<file path="src/rtl/spi_ram_loader_if.sv">
// RAM loading port between the SPI loader (master) and system memory (slave).
// One request outstanding at a time; a_rvalid_i completes it.
interface spi_ram_loader_if;
  logic        req_o;
  logic        en_o;
  logic [31:0] addr_o;
  logic [31:0] data_o;
  logic [3:0]  b_en_o;
  logic        a_rvalid_i;

  modport master (
    output req_o, en_o, addr_o, data_o, b_en_o,
    input  a_rvalid_i
  );

  modport slave (
    input  req_o, en_o, addr_o, data_o, b_en_o,
    output a_rvalid_i
  );
endinterface

</file>
<file path="src/rtl/spi_ram_loader.sv">
// Generic FIFO: write visible on rd_dat one cycle after the write; no internal protection,
// caller never writes when full nor reads when empty.
module spi_ram_loader_fifo #(
  parameter int unsigned W     = 68,
  parameter int unsigned DEPTH = 2
) (
  input  logic         clk_sys_i,
  input  logic         rst_sys_i,
  input  logic         wr_vld,
  input  logic [W-1:0] wr_dat,
  input  logic         rd_rdy,
  output logic [W-1:0] rd_dat,
  output logic         empty,
  output logic         full
);
  localparam int unsigned AW = (DEPTH > 1) ? $clog2(DEPTH) : 1;

  logic [W-1:0] mem [DEPTH];
  logic [AW-1:0] wp_q, rp_q;
  logic [AW:0]   cnt_q;

  always_ff @(posedge clk_sys_i) begin
    if (rst_sys_i) begin
      wp_q  <= '0;
      rp_q  <= '0;
      cnt_q <= '0;
    end else begin
      if (wr_vld) begin
        mem[wp_q] <= wr_dat;
        wp_q      <= wp_q + 1'b1;
      end
      if (rd_rdy) rp_q <= rp_q + 1'b1;
      cnt_q <= cnt_q + (AW+1)'(wr_vld) - (AW+1)'(rd_rdy);
    end
  end

  assign rd_dat = mem[rp_q];
  assign empty  = (cnt_q == '0);
  assign full   = (cnt_q == (AW+1)'(DEPTH));
endmodule

// SPI frame parser packing bytes into 32-bit RAM writes; last data byte to req_o is 2 cycles.
// One write outstanding plus FIFO_DEPTH buffered; a word arriving to a full FIFO is dropped and flagged.
module spi_ram_loader #(
  parameter int unsigned FIFO_DEPTH = 2,
  parameter logic [7:0]  WRITE_CMD  = 8'h02,
  parameter int unsigned CNT_W      = 16
) (
  input  logic             clk_sys_i,
  input  logic             rst_sys_i,
  input  logic             ss_ni,
  input  logic [7:0]       rx_byte_i,
  input  logic             rx_valid_i,
  spi_ram_loader_if.master mem,
  output logic             busy_o,
  output logic             overflow_o,
  output logic             cmd_err_o,
  output logic [CNT_W-1:0] word_count_o
);
  typedef struct packed {
    logic [31:0] addr;
    logic [31:0] data;
    logic [3:0]  ben;
  } wr_t;

  typedef enum logic [1:0] {S_CMD, S_ADDR, S_DATA, S_DROP} state_t;

  state_t      st_q;
  logic        ss_q;
  logic [1:0]  acnt_q, lane_q;
  logic [23:0] ash_q;
  logic [31:0] addr_q, dat_q;
  logic [3:0]  ben_q;
  wr_t         stg_q, out_q, head;
  logic        stg_vld_q, req_q;
  logic [CNT_W-1:0] cnt_q;
  logic        ovf_q, err_q;

  logic        take, word_done;
  logic [31:0] cur_dat;
  logic [3:0]  cur_ben;
  logic        fifo_empty, fifo_full, issue_fifo, bypass, fifo_wr;

  // A byte strobed in the cycle ss_ni rises still belongs to the closing frame.
  always_comb begin
    take      = rx_valid_i && (!ss_ni || !ss_q);
    word_done = take && (st_q == S_DATA) && (lane_q == 2'd3);
    cur_dat   = dat_q;
    cur_ben   = ben_q;
    if (take && st_q == S_DATA) begin
      cur_dat[{lane_q, 3'b000} +: 8] = rx_byte_i;
      cur_ben[lane_q]                = 1'b1;
    end
  end

  always_ff @(posedge clk_sys_i) begin
    if (rst_sys_i) begin
      st_q      <= S_CMD;
      ss_q      <= 1'b1;
      acnt_q    <= '0;
      lane_q    <= '0;
      ash_q     <= '0;
      addr_q    <= '0;
      dat_q     <= '0;
      ben_q     <= '0;
      stg_q     <= '0;
      stg_vld_q <= 1'b0;
      err_q     <= 1'b0;
    end else begin
      ss_q      <= ss_ni;
      stg_vld_q <= 1'b0;
      case (st_q)
        S_CMD: if (take) begin
          if (rx_byte_i == WRITE_CMD) begin
            st_q   <= S_ADDR;
            acnt_q <= '0;
          end else begin
            st_q  <= S_DROP;
            err_q <= 1'b1;
          end
        end
        S_ADDR: if (take) begin
          ash_q  <= {ash_q[15:0], rx_byte_i};
          acnt_q <= acnt_q + 2'd1;
          if (acnt_q == 2'd3) begin
            addr_q <= {ash_q, rx_byte_i[7:2], 2'b00};
            st_q   <= S_DATA;
            lane_q <= '0;
            dat_q  <= '0;
            ben_q  <= '0;
          end
        end
        S_DATA: begin
          if (word_done) begin
            stg_q     <= {addr_q, cur_dat, 4'hF};
            stg_vld_q <= 1'b1;
            addr_q    <= addr_q + 32'd4;
            dat_q     <= '0;
            ben_q     <= '0;
            lane_q    <= '0;
          end else if (take) begin
            dat_q  <= cur_dat;
            ben_q  <= cur_ben;
            lane_q <= lane_q + 2'd1;
          end
        end
        default: ;
      endcase
      if (ss_ni) begin
        st_q <= S_CMD;
        if (st_q == S_DATA && !word_done && cur_ben != 4'h0) begin
          stg_q     <= {addr_q, cur_dat, cur_ben};
          stg_vld_q <= 1'b1;
        end
        dat_q  <= '0;
        ben_q  <= '0;
        lane_q <= '0;
      end
    end
  end

  // The head leaves the FIFO when it is issued, so the FIFO only holds words still waiting.
  always_comb begin
    issue_fifo = !req_q && !fifo_empty;
    bypass     = !req_q && fifo_empty && stg_vld_q;
    fifo_wr    = stg_vld_q && !bypass && (!fifo_full || issue_fifo);
  end

  spi_ram_loader_fifo #(.W($bits(wr_t)), .DEPTH(FIFO_DEPTH)) u_fifo (
    .clk_sys_i (clk_sys_i),
    .rst_sys_i (rst_sys_i),
    .wr_vld    (fifo_wr),
    .wr_dat    (stg_q),
    .rd_rdy    (issue_fifo),
    .rd_dat    (head),
    .empty     (fifo_empty),
    .full      (fifo_full)
  );

  always_ff @(posedge clk_sys_i) begin
    if (rst_sys_i) begin
      req_q <= 1'b0;
      out_q <= '0;
      cnt_q <= '0;
      ovf_q <= 1'b0;
    end else begin
      if (stg_vld_q && fifo_full && !issue_fifo) ovf_q <= 1'b1;
      if (req_q) begin
        if (mem.a_rvalid_i) begin
          req_q <= 1'b0;
          cnt_q <= cnt_q + 1'b1;
        end
      end else if (issue_fifo) begin
        req_q <= 1'b1;
        out_q <= head;
      end else if (bypass) begin
        req_q <= 1'b1;
        out_q <= stg_q;
      end
    end
  end

  assign mem.req_o    = req_q;
  assign mem.en_o     = req_q;
  assign mem.addr_o   = out_q.addr;
  assign mem.data_o   = out_q.data;
  assign mem.b_en_o   = out_q.ben;
  assign busy_o       = !ss_ni || stg_vld_q || !fifo_empty || req_q;
  assign overflow_o   = ovf_q;
  assign cmd_err_o    = err_q;
  assign word_count_o = cnt_q;
endmodule
</file>
<file path="src/flat_wrapper.sv">
// flat-port wrapper written by rule: the top's interface ports become plain ports
module spi_ram_loader_flat 
#(
  parameter int unsigned FIFO_DEPTH = 2,
  parameter logic [7:0]  WRITE_CMD  = 8'h02,
  parameter int unsigned CNT_W      = 16
)
  (clk_sys_i, rst_sys_i, ss_ni, rx_byte_i, rx_valid_i, busy_o, overflow_o, cmd_err_o, word_count_o, mem_req_o, mem_en_o, mem_addr_o, mem_data_o, mem_b_en_o, mem_a_rvalid_i);
  spi_ram_loader_if mem_i ();
  input  logic clk_sys_i;
  input  logic rst_sys_i;
  input  logic ss_ni;
  input  logic [7:0] rx_byte_i;
  input  logic rx_valid_i;
  output logic busy_o;
  output logic overflow_o;
  output logic cmd_err_o;
  output logic [CNT_W-1:0] word_count_o;
  output wire logic [$bits(mem_i.req_o)-1:0] mem_req_o;
  output wire logic [$bits(mem_i.en_o)-1:0] mem_en_o;
  output wire logic [$bits(mem_i.addr_o)-1:0] mem_addr_o;
  output wire logic [$bits(mem_i.data_o)-1:0] mem_data_o;
  output wire logic [$bits(mem_i.b_en_o)-1:0] mem_b_en_o;
  input wire logic [$bits(mem_i.a_rvalid_i)-1:0] mem_a_rvalid_i;
  assign mem_req_o = mem_i.req_o;
  assign mem_en_o = mem_i.en_o;
  assign mem_addr_o = mem_i.addr_o;
  assign mem_data_o = mem_i.data_o;
  assign mem_b_en_o = mem_i.b_en_o;
  assign mem_i.a_rvalid_i = mem_a_rvalid_i;
  spi_ram_loader #(.FIFO_DEPTH(FIFO_DEPTH), .WRITE_CMD(WRITE_CMD), .CNT_W(CNT_W)) u_core (.clk_sys_i(clk_sys_i), .rst_sys_i(rst_sys_i), .ss_ni(ss_ni), .rx_byte_i(rx_byte_i), .rx_valid_i(rx_valid_i), .mem(mem_i), .busy_o(busy_o), .overflow_o(overflow_o), .cmd_err_o(cmd_err_o), .word_count_o(word_count_o));
endmodule
</file>
<file path="config.mk">
export PLATFORM = sky130hd
export DESIGN_NAME = spi_ram_loader_flat
export DESIGN_NICKNAME = d
export VERILOG_FILES = /design/src/rtl/spi_ram_loader_if.sv /design/src/rtl/spi_ram_loader.sv /design/src/flat_wrapper.sv
export SDC_FILE = /design/constraint.sdc
export NUM_CORES = 1
export LEC_CHECK = 0
export ABC_AREA = 1
export BUFFER_PORTS_ARGS = -buffer_cell sky130_fd_sc_hd__buf_2
export CAP_MARGIN = 10
export CELL_PAD_IN_SITES_DETAIL_PLACEMENT = 0
export CELL_PAD_IN_SITES_GLOBAL_PLACEMENT = 1
export CORE_AREA = 2 2 212 214
export DETAILED_ROUTE_END_ITERATION = 8
export DIE_AREA = 0 0 214 216
export PLACE_DENSITY_LB_ADDON = 0.05
export SETUP_SLACK_MARGIN = 0.5
export SYNTH_ARGS = -nofsm -noshare
export SYNTH_HDL_FRONTEND = slang
export SYNTH_SLANG_ARGS = --single-unit
</file>
<file path="constraint.sdc">
create_clock -name clk_sys_i -period 18.03 [get_ports clk_sys_i]
set_clock_uncertainty 0.2 [all_clocks]
set_input_delay 1.803 -clock clk_sys_i [delete_from_list [all_inputs] [get_ports clk_sys_i]]
set_output_delay 1.803 -clock clk_sys_i [all_outputs]
set_load 0.02 [all_outputs]
</file>
# [Yosys cells after proc, flatten, opt, wreduce, memory -nomap -nowiden]
# Memory sizes are Yosys's and may differ from the RTL's. A register that Yosys moved wholly into a read port is not among the register bits.
# Index checks and enable logic that the tools add are counted.
[classes] n_addsub=9 order_cmp=2 eq_ne=12 shifts=2 n_mux=52 bitwise_logic=3 reduce_logical=41
[op_table] operator="68-bit two-way mux" count=6
[op_table] operator="32-bit two-way mux" count=8
[op_table] operator="32-bit case mux with 2 select lines" count=2
[op_table] operator="32-bit by 3-bit adder with 32-bit output, second input constant" count=1
[op_table] operator="32-bit bitwise mux" count=1
[op_table] operator="8-bit by 7-bit variable shift with 32-bit output, first input constant" count=1
[op_table] operator="8-bit by 7-bit variable part select with 32-bit output" count=1
[op_table] operator="2-bit two-way mux" count=11
[op_table] operator="4-bit two-way mux" count=5
[op_table] operator="16-bit by 1-bit adder with 16-bit output, second input constant" count=1
[op_table] operator="4-bit AND reduction" count=4
[op_table] operator="1-bit two-way mux" count=14
[op_table] operator="1-bit logical AND" count=13
[op_table] operator="2-bit case mux with 2 select lines" count=3
[op_table] operator="2-bit by 1-bit != test with 1-bit output, second input constant" count=5
[op_table] operator="2-bit equality test, second input constant" count=4
[op_table] operator="8-bit by 2-bit equality test with 1-bit output, second input constant" count=1
[op_table] operator="1-bit zero test" count=8
[op_table] operator="4-bit case mux with 2 select lines" count=1
[op_table] operator="5-bit negation with 7-bit output" count=1
[op_table] operator="2-bit AND reduction" count=3
[op_table] operator="2-bit nonzero test" count=3
[op_table] operator="1-bit logical OR" count=5
[op_table] operator="2-bit by 1-bit adder with 2-bit output, second input constant" count=2
[op_table] operator="14 further kinds" count=17
[word_totals] ff_bits=259 ramBits=136 inputBits=13 out_inout_bits=89 word_cells=144 memories=1
[memory_table] memory="u_core.u_fifo.mem" words=2 word_bits=68 read_ports=1 rd_ports_with_merged_regs=1 wr=1 line_no="spi_ram_loader.sv:18" source="logic [W-1:0] mem [DEPTH];"

# [Depth between registers and ports, before layout]
[depth] ltp_word=10 mapped_depth=14 depth_no_buf=11

# [Cells and area by module]
# From an unflattened synthesis, not the netlist that was laid out.
[unflattened] hier_cells=1942 area_unflattened_um2=16920.0
[by_module_without_submodules] mod="spi_ram_loader" instances=1 cells_per_inst=1698 area_per_inst_um2=11693.7 seq_area_each_um2=5064.9
[by_module_without_submodules] mod="spi_ram_loader_fifo" instances=1 cells_per_inst=244 area_per_inst_um2=5226.3 seq_area_each_um2=4184.0

# [Worst setup path before layout]
# Ideal clock, no wire load.
[synth_path] path_type="input-to-reg" startpoint="input rst_sys_i" endpoint="memory u_core.u_fifo.mem[1][0] (enable)" setup_time_ps=578 arrival_ps=6893 required_ps=17252 setup_slack_ps=10359 cell_stages=3 n_path_buf=2 cell_sequence="clkbuf_1 -> clkbuf_1 -> nor3_1"
[synth_via] elab_chain_len=2
[synth_rtl] element="start, declared" line_no="flat_wrapper.sv:11" source="input logic rst_sys_i;"
[synth_rtl] element="1-bit two-way mux" line_no="spi_ram_loader.sv:23" source="if (rst_sys_i) begin"
[synth_rtl] element="1-bit two-way mux (implied by the code)" line_no="spi_ram_loader.sv:29" source="mem[wp_q] <= wr_dat;"
[synth_rtl] element="end, declared" line_no="spi_ram_loader.sv:18"
# No other way between the ends.

# [Worst setup path in the final report]
[layout_path] startpoint="input ss_ni" endpoint="output busy_o"
[layout_via] elab_chain_len=4
[layout_rtl] element="start, declared" line_no="flat_wrapper.sv:12" source="input logic ss_ni;"
[layout_rtl] element="1-bit zero test" line_no="spi_ram_loader.sv:208" source="assign busy_o = !ss_ni || stg_vld_q || !fifo_empty || req_q;"
[layout_rtl] element="1-bit logical OR (3 in series)" line_no="spi_ram_loader.sv:208"
[layout_rtl] element="end, declared" line_no="flat_wrapper.sv:15" source="output logic busy_o;"
# No other way between the ends.

==> results_dict.tcl <==
set metrics [dict create \
    post-synth-top-area-fraction_pct 29.67 \
    synthFlopType "dfxtp_1" \
    p_leak_nw 7.556 \
    synth_xor_area_share_pct 0.2515 \
    postSynthCellCount 2106 \
    cp_top_family "buffers and inverters" \
    ys_top_cells_by_count "478 x nand2_1, 258 x dfxtp_1, 207 x inv_1, 186 x a21oi_1, 156 x nor2_1" \
    synth_top_family_by_area "simple AND/OR/NAND/NOR gates" \
    seqCellArea_um2 9253 \
    status "completed" \
    slew_headroom_pct 25.58 \
    hold_class "reg -> reg" \
    cpMostUsedCell "buf_2" \
    synth_area_leader_cell "dfxtp_1" \
    post_cts_buffers 0 \
    critPathLaunchType "primary input" \
    drive_gt1_share_pct 10.23 \
    fp.dieArea_um2 46220 \
    synthAdderAreaFrac_pct 1.150 \
    dr.first_iter.drc_count 999 \
    syn_nets 2135 \
    cp_cell_sequence "buf_2 > nand3_1 > buf_2" \
    syn-cell-area_um2 17410 \
    grt_pass1_vias 13130 \
    dp_slack_ns 13.07 \
    max-cap-violations 0 \
    synth_seq_cells 394 \
    rsz0062_at_grt "no" \
    avgViaCountPerCell 5.148 \
    h-tree-depth 2 \
    p_per_area_nw_per_um2 129.4 \
    dr.pass1.iters 7 \
    clock_latency_ns 0.58 \
    num_rows 77 \
    gp_congestion 0.7977 \
    avgSynthCellArea_um2 8.266 \
    endpoint_kind "output port" \
    antenna_left 0 \
    ys_warn_count 0 \
    whs_ns 0.2383 \
    synth-seq-area-share_pct 53.13 \
    cp.buffers_inverters 2 \
    ioPinCount 102 \
    path_class "in -> out" \
    ys_top_cells_by_area "dfxtp_1 30%, edfxtp_1 23%, nand2_1 10%" \
    ys_types 39 \
    cts_root_buffer "clkbuf_16" \
    max_stage_delay_ns 0.21 \
    ctsResizeCount 0 \
    synthMuxAreaShare_pct 1.100 \
    period_needed_ns 4.337 \
    cts.clk_slew.worst_paths_ns 0.06 \
    route.vias.total 14230 \
    fill_cells 4398 \
    grt_pass1_wl_mm 77.54 \
    grt.overflow.total 0 \
    vdd_drop_max_mv 0.06017 \
    ctsHoldBuffers 0 \
    synth_edf_count 136 \
    dp_hpwl_mm 30.76 \
    cts_buffer_depth 3 \
    antenna_found_initial 0 \
    wirelength_mm 49.29 \
    fmax_mhz 230.6 \
    slowest_stage "buf_2" \
    drc 0 \
    finalMaxSlewViolations 0 \
    synth.most_common_cell "nand2_1" \
    io_buffers 101 \
    tightest_slew_ns 1.114 \
    setup_viol 0 \
    crit_arrival_ns 2.33 \
    period_share_pct 24.05 \
    timing.final.ws_setup_ns 13.69 \
    die_y_um 216 \
    multiInputGateArea_um2 6780 \
    async_flop_share_pct 0 \
    report.power.total_mw 2.546 \
    cp.required_ns 16.03 \
    areaGrowthSynthToFinish_pct 12.99 \
    cts_sinks 394 \
    core_area_um2 43840 \
    dieWidth_um 214 \
    synth_compound_area_share_pct 15.01 \
    nets 2167 \
    cts_tree "built" \
    worstPathMaxFanout 5 \
    post_drt_wl_per_cell_um 17.83 \
    grt_use_total_pct 21.22 \
    start_util_pct 39.71 \
    finalHoldViolCount 0 \
    setup_tns_ns 0 \
    grt_max_degree 93 \
    cts_made_buffers 45 \
    synthSimpleGateAreaFrac_pct 21.15 \
]
==> routing by layer <==
layer / up-vias / GRT usage [%] / wire length (um)
li1: 7163 / - / -
met1: 6712 / 33.68 / 26350
met2: 298 / 29.64 / 19750
met3: 55 / 3.665 / 2444
met4: 0 / 4.499 / 736
met5: - / 0 / 0
==> metrics by stage <==
stage / instance area [um^2] / util (%) / instances
after floorplan: 17410 / - / 2106
after global placement: 18190 / 41.49 / 2683
after detailed placement: 18190 / 41.49 / 2683
after CTS: 19670 / 44.87 / 2763
after global routing: 19670 / 44.87 / 2763
final: 19670 / 44.88 / 2764
==> layout by cell type, fill, tap and decap left out, types with 11 or more instances in the layout <==
| master | netlist | routed |
|---|---|---|
| nand3b_1 | 12 | 12 |
| clkbuf_1 | 69 | 14 |
| buf_4 | 7 | 16 |
| clkbuf_8 | 2 | 11 |
| nand3_1 | 104 | 103 |
| nor3_1 | 74 | 73 |
| inv_1 | 207 | 206 |
| ha_1 | 16 | 16 |
| nand2_1 | 478 | 478 |
| dfxtp_1 | 258 | 257 |
| a31oi_1 | 23 | 23 |
| nand4_1 | 27 | 27 |
| o21ai_0 | 136 | 136 |
| a21oi_1 | 186 | 186 |
| a211oi_1 | 52 | 52 |
| mux2_2 | 17 | 17 |
| buf_2 | 28 | 100 |
| nor2_1 | 156 | 154 |
| clkbuf_16 | 0 | 45 |
| o211ai_1 | 55 | 55 |
| edfxtp_1 | 136 | 136 |
==> power by group <==
part / internal (mW) / switching [mW] / total [mW]
clock network: 0.551 / 0.370 / 0.921
registers: 0.998 / 0.0804 / 1.08
logic: 0.185 / 0.361 / 0.546
==> final cells by class <==
| class | count | area share (%) |
|---|---|---|
| diodes | 1 | 0.01272 |
| clock buffers | 70 | 6.761 |
| clock inverters | 10 | 0.7760 |
| inverters | 211 | 4.026 |
| multi-input cells | 1370 | 34.47 |
| flip-flops and latches | 394 | 47.04 |
| well taps | 592 | 3.765 |
| repair buffers | 116 | 3.155 |
==> final timing paths <==
path / start / end / slack, ns / cells after the start
setup / recovery: ss_ni / busy_o / 13.69 / 3
hold / removal: u_core.u_fifo.rp_q / register / 0.24 / 1
setup reg to reg: u_core.lane_q[0] / u_core.stg_q[1] / 13.92 / 11
hold reg to reg: u_core.u_fifo.rp_q / register / 0.24 / 1
==> flip-flops by register name, summed over array words and instances (netlist names), 2 cells and up, named ones only <==
signal	cells
u_core.word_count_o	16
u_core.mem.b_en_o	4
u_core.mem.addr_o	32
u_core.ash_q	24
u_core.acnt_q	2
u_core.u_fifo.mem	136
u_core.addr_q	30
u_core.st_q	2
u_core.stg_q	68
u_core.u_fifo.cnt_q	2
u_core.dat_q	32
u_core.mem.data_o	32
u_core.lane_q	2
u_core.ben_q	4
==> kinds of logic (layout without fill, tap and decap cells) <==
| group | Yosys count | in the layout |
|---|---|---|
| XOR/XNOR | 5 | 5 |
| AND/OR/NAND/NOR | 873 | 873 |
| multiplexers | 17 | 17 |
| buffers and inverters | 342 | 407 |
| adder cells (fa/ha/maj) | 16 | 16 |
| flip-flops | 394 | 394 |
| other | 0 | 1 |
| AO/OA/AOI/OAI | 459 | 459 |
Note: power is estimated with default switching activity, not from simulation.
